`config.mk`:
```
export PLATFORM = sky130hd
export DESIGN_NAME = div_unit
export DESIGN_NICKNAME = d
export VERILOG_FILES = /design/src/rtl/div_unit.sv
export SDC_FILE = /design/constraint.sdc
export NUM_CORES = 1
export LEC_CHECK = 0
export ABC_AREA = 1
export CAP_MARGIN = 20
export CORE_ASPECT_RATIO = 1.4
export CORE_MARGIN = 2
export CORE_UTILIZATION = 49
export DETAILED_ROUTE_END_ITERATION = 8
export PLACE_DENSITY = 0.71
export SETUP_SLACK_MARGIN = 0.4
export SYNTH_ARGS = -nofsm -noshare
export SYNTH_HDL_FRONTEND = slang
export SYNTH_SLANG_ARGS = --single-unit
```
`constraint.sdc`:
```
create_clock -name clk -period 4.3 [get_ports clk]
set_clock_uncertainty 0.1 [all_clocks]
set_input_delay 0.645 -clock clk [delete_from_list [all_inputs] [get_ports clk]]
set_output_delay 0.645 -clock clk [all_outputs]
set_load 0.005 [all_outputs]
```
`src/rtl/div_unit.sv`:
```
// div_unit: iterative radix-2 restoring divider for DIV/DIVU in the EX stage.
// LO gets the quotient and HI gets the remainder. The unit stalls the pipeline
// through div_halt while it works. It then presents the result with a one-cycle
// done pulse. All operands take the same latency, including zero and divide-by-zero.
module div_unit #(
  parameter int WIDTH = 32
) (
  input  logic             clk,
  input  logic             resetn,
  input  logic             en,
  input  logic             signed_en,
  input  logic             flush,
  input  logic [WIDTH-1:0] op_a,
  input  logic [WIDTH-1:0] op_b,
  output logic             div_halt,
  output logic             done,
  output logic [WIDTH-1:0] quotient,
  output logic [WIDTH-1:0] remainder
);

  localparam int CW = $clog2(WIDTH + 1);

  typedef enum logic [1:0] {IDLE, BUSY, DONE} state_t;

  state_t           state;
  state_t           state_nxt;
  logic [CW-1:0]    cnt;
  logic [WIDTH-1:0] aq;
  logic [WIDTH-1:0] divisor;
  logic [WIDTH-1:0] rem;
  logic             neg_q;
  logic             neg_r;

  logic [WIDTH-1:0] abs_a;
  logic [WIDTH-1:0] abs_b;
  logic [WIDTH:0]   rem_shift;
  logic [WIDTH-1:0] rem_next;
  logic [WIDTH-1:0] aq_next;
  logic             qbit;

  // DIV works on magnitudes; the signs are restored when the result is written.
  assign abs_a = (signed_en && op_a[WIDTH-1]) ? -op_a : op_a;
  assign abs_b = (signed_en && op_b[WIDTH-1]) ? -op_b : op_b;

  // One restoring step. aq starts as the dividend and fills with quotient bits from the right.
  // The shifted partial remainder is one bit wider than an operand so the compare cannot overflow.
  always_comb begin
    rem_shift = {rem, aq[WIDTH-1]};
    qbit      = (rem_shift >= {1'b0, divisor});
    rem_next  = qbit ? (rem_shift[WIDTH-1:0] - divisor) : rem_shift[WIDTH-1:0];
    aq_next   = {aq[WIDTH-2:0], qbit};
  end

  // State register.
  always_ff @(posedge clk) begin
    if (!resetn) state <= IDLE;
    else         state <= state_nxt;
  end

  // Next state plus stall and done. Flush wins over everything. DONE always returns to IDLE.
  always_comb begin
    state_nxt = state;
    div_halt  = 1'b0;
    done      = 1'b0;
    case (state)
      IDLE: begin
        if (en && !flush) begin
          state_nxt = BUSY;
          div_halt  = 1'b1;
        end
      end
      BUSY: begin
        div_halt = 1'b1;
        if (cnt == CW'(1)) state_nxt = DONE;
      end
      DONE: begin
        done      = 1'b1;
        state_nxt = IDLE;
      end
      default: state_nxt = IDLE;
    endcase
    if (flush) state_nxt = IDLE;
  end

  // Datapath: capture operands on accept, iterate while busy, and write signed results on the last step.
  always_ff @(posedge clk) begin
    if (!resetn) begin
      cnt       <= '0;
      aq        <= '0;
      divisor   <= '0;
      rem       <= '0;
      neg_q     <= 1'b0;
      neg_r     <= 1'b0;
      quotient  <= '0;
      remainder <= '0;
    end else if (flush) begin
      cnt <= '0;
    end else begin
      case (state)
        IDLE: begin
          if (en) begin
            aq      <= abs_a;
            divisor <= abs_b;
            rem     <= '0;
            cnt     <= CW'(WIDTH);
            neg_q   <= signed_en & (op_a[WIDTH-1] ^ op_b[WIDTH-1]);
            neg_r   <= signed_en & op_a[WIDTH-1];
          end
        end
        BUSY: begin
          aq  <= aq_next;
          rem <= rem_next;
          cnt <= cnt - CW'(1);
          if (cnt == CW'(1)) begin
            quotient  <= neg_q ? -aq_next : aq_next;
            remainder <= neg_r ? -rem_next : rem_next;
          end
        end
        default: ;
      endcase
    end
  end

endmodule

```
==> results by group <==
Status
  • Run status: finished, final reports clean

Flow run
  • Max-cap check violation count: 0

Synth
  • Synth area leaders: dfxtp_1 (28%), nand2_1 (16%), inv_1 (7.9%), a21oi_1 (7.6%), nor2_1 (6.4%)
  • Synth unique cells: 52
  • Post-Synthesis Cells: 2,011
  • Register area share after synthesis: 27.6%
  • Syn_nets: 2,119
  • Synth top area share: 27.6%
  • FF+latch count, synth: 170
  • Asr flop ratio synth: 0%
  • Number of flops mapped to enable cells by yosys: 0
  • Area leader, netlist: dfxtp_1
  • Top FF cell, synth: dfxtp_1
  • Yosys warnings: 0
  • Post-synthesis average cell area: 6.14 µm²
  • Post-Syn Area: 12,300 µm²

Pwr
  • Pwr Density: 282 nW/µm²
  • LEAKAGE: 6.89 nW
  • Max VDD drop: 0.000246 V

Clock tree
  • Max clock buf depth: 2
  • CTS Buf Count: 17
  • CTS tree: built
  • CTS clk-pin slew, worst paths: 0.06 ns
  • Hold-fix buffers at CTS: 0
  • Root Buffer: clkbuf_16
  • Clk_lat worst skew: 0.44 ns
  • Clock H-tree levels: 4
  • Clock sink count: 170

STA
  • Hold Vio Cnt, Final: 0
  • FMAX: 271 MHz
  • Setup TNS: 0 ns
  • RSZ-0062 raised after global routing: yes
  • Worst Tran Pin Value: 0.860 ns
  • Max-slew headroom: 42.6%
  • Final setup violation count: 0
  • Fin crit period: 3.69 ns
  • Slew Limit Fails: 0
  • Final period utilization: 85.7%

Layout
  • Nets@finish: 2,232
  • Fin area: 14,900 µm²
  • Layout cell share with drive strength beyond 1: 8.99%
  • Synth-to-Final Area Change: 20.8%
  • Most frequent cells in the layout: nand2_1 (508), inv_1 (258), nor2_1 (201)
  • Commonest non-fill, non-tap cell in the layout: nand2_1
  • # diodes: 0

Setup path
  • CP top delay family: simple AND/OR/NAND/NOR gates
  • Worst setup EP type: flop
  • CP max-delay cell: ha_1
  • CP max FO: 5
  • Max incr delay on CP: 0.35 ns
  • Arrival time worst endpoint: 3.92 ns
  • Levels on crit path: 25
  • CP required: 4.53 ns
  • Setup CP Type: flop to flop
  • CP bufs+invs: 5
  • Worst r2r path cells: 25
  • Most used cell, CP: inv_1
  • Worst Setup Start Kind: flop

Min path
  • Class of the worst hold path: flop to flop
  • Cells on Worst Hold Path: 2

Routing
  • # DRC: 0
  • Final ANT Viol Nets: 0
  • DRC marker count from the first detailed-route iteration: 844
  • DR WL/cell: 16.9 µm
  • Drt first pass iters: 5
  • Final WL: 41,500 µm
  • Drt via density: 5.40
  • Total number of vias: 13,200

Floorplanning
  • Initial Util: 50.0%
  • Die area: 26,500 µm²
  • Chip width: 138 µm
  • Die Y: 192 µm
  • Num ports: 135
  • Core area: 24,700 µm²
  • Rows: 68

Global routing
  • Largest net degree at the start of global routing: 115
  • Global router's overall resource usage: 31.0%
  • GRT overflow: 0
  • Initial antenna violation count: 0
  • Vias in the first global route: 12,700
  • First-pass GRT wire length: 65,300 µm

Placement
  • DP Area: 14,000 µm²
  • IO buf count: 134
  • Final Wtd Congestion: 1.03
  • Post-detail-place hpwl: 31,900 µm
-- sequential cells by signal, summed over array words and instances, names as in the netlist --
signal     count
aq            32
divisor       32
quotient      32
rem           32
remainder     32
cnt            6
state          2
neg_q          1
neg_r          1
-- cell families (layout without fill, tap and decap cells) --
kind of cell | count (synthesis) | count (layout) | synth area share [%]
fa+ha+maj | 39 | 39 | 4.01
buf+inv | 350 | 474 | 11.1
simple gates | 954 | 954 | 32.9
flops | 170 | 170 | 27.6
xor+xnor | 77 | 77 | 5.46
compound gates | 421 | 421 | 18.9
-- layer usage --
metal	track usage, %	part of all wire, %
met5	0	0
met4	19.5	6.7
met3	4.86	4.9
met2	56.4	50
met1	33.7	39
-- where the power goes --
group	total [W]	switching [W]	internal, W
logic	0.00110	0.000713	0.000386
registers	0.00166	0.0000398	0.00162
clock network	0.00144	0.000650	0.000793
total	0.00420	0.00140	0.00280
-- tightest hold or removal path, stage by stage (launching register included) --
cell     delay (ns)
dfxtp_1        0.32
nand2_1        0.06
a21oi_1        0.05
-- cell usage after synthesis, types with 15 or more instances --
library cell,n
nand4_1,18
ha_1,38
nor2_2,15
xor2_1,60
xnor2_1,17
clkbuf_1,61
o21ai_0,141
nand2_1,515
nor3_1,28
a21oi_1,187
nand2_2,21
inv_1,260
nand3_1,104
nor2_1,212
o211ai_1,29
dfxtp_1,170
-- timing repair --
action	4_1_cts	5_1_grt
endpoints found under the setup margin	13	25
buffers inserted	4	8
pin swaps	6	16
resized for setup	7	58
cloned	0	0
-- through the flow --
step / total power (W) / util [%] / instances / hold slack [ns] / setup slack, ns
after floorplan: 0.00237 / - / 2011 / 0.346 / 0.533
after global routing: 0.00440 / 60.4 / 2450 / 0.404 / 0.329
after CTS: 0.00416 / 58.9 / 2441 / 0.384 / 0.444
final: 0.00420 / 60.4 / 2450 / 0.384 / 0.613
after detailed placement: 0.00271 / 56.5 / 2407 / 0.370 / 0.102
after global placement: 0.00271 / 56.5 / 2407 / 0.366 / 0.127
-- area by class of cell --
type | instances | area, µm²
clock buffers | 24 | 452
inverters | 273 | 1030
repair buffers | 171 | 1660
well taps | 315 | 394
fillers | 2494 | 9770
clock inverters | 6 | 68.8
flip-flops and latches | 170 | 3410
multi-input cells | 1491 | 7890
-- worst paths after layout --
check / to / startpoint / slack [ns]
min reg2reg: aq[27]$_SDFFE_PN0P_ / aq[27]$_SDFFE_PN0P_ / 0.38
min: aq[27]$_SDFFE_PN0P_ / aq[27]$_SDFFE_PN0P_ / 0.38
max: quotient[30]$_SDFFE_PN0P_ / divisor[30]$_SDFFE_PN0P_ / 0.61
max reg2reg: quotient[30]$_SDFFE_PN0P_ / divisor[30]$_SDFFE_PN0P_ / 0.61
No activity file was read; power rests on OpenSTA's default activity.
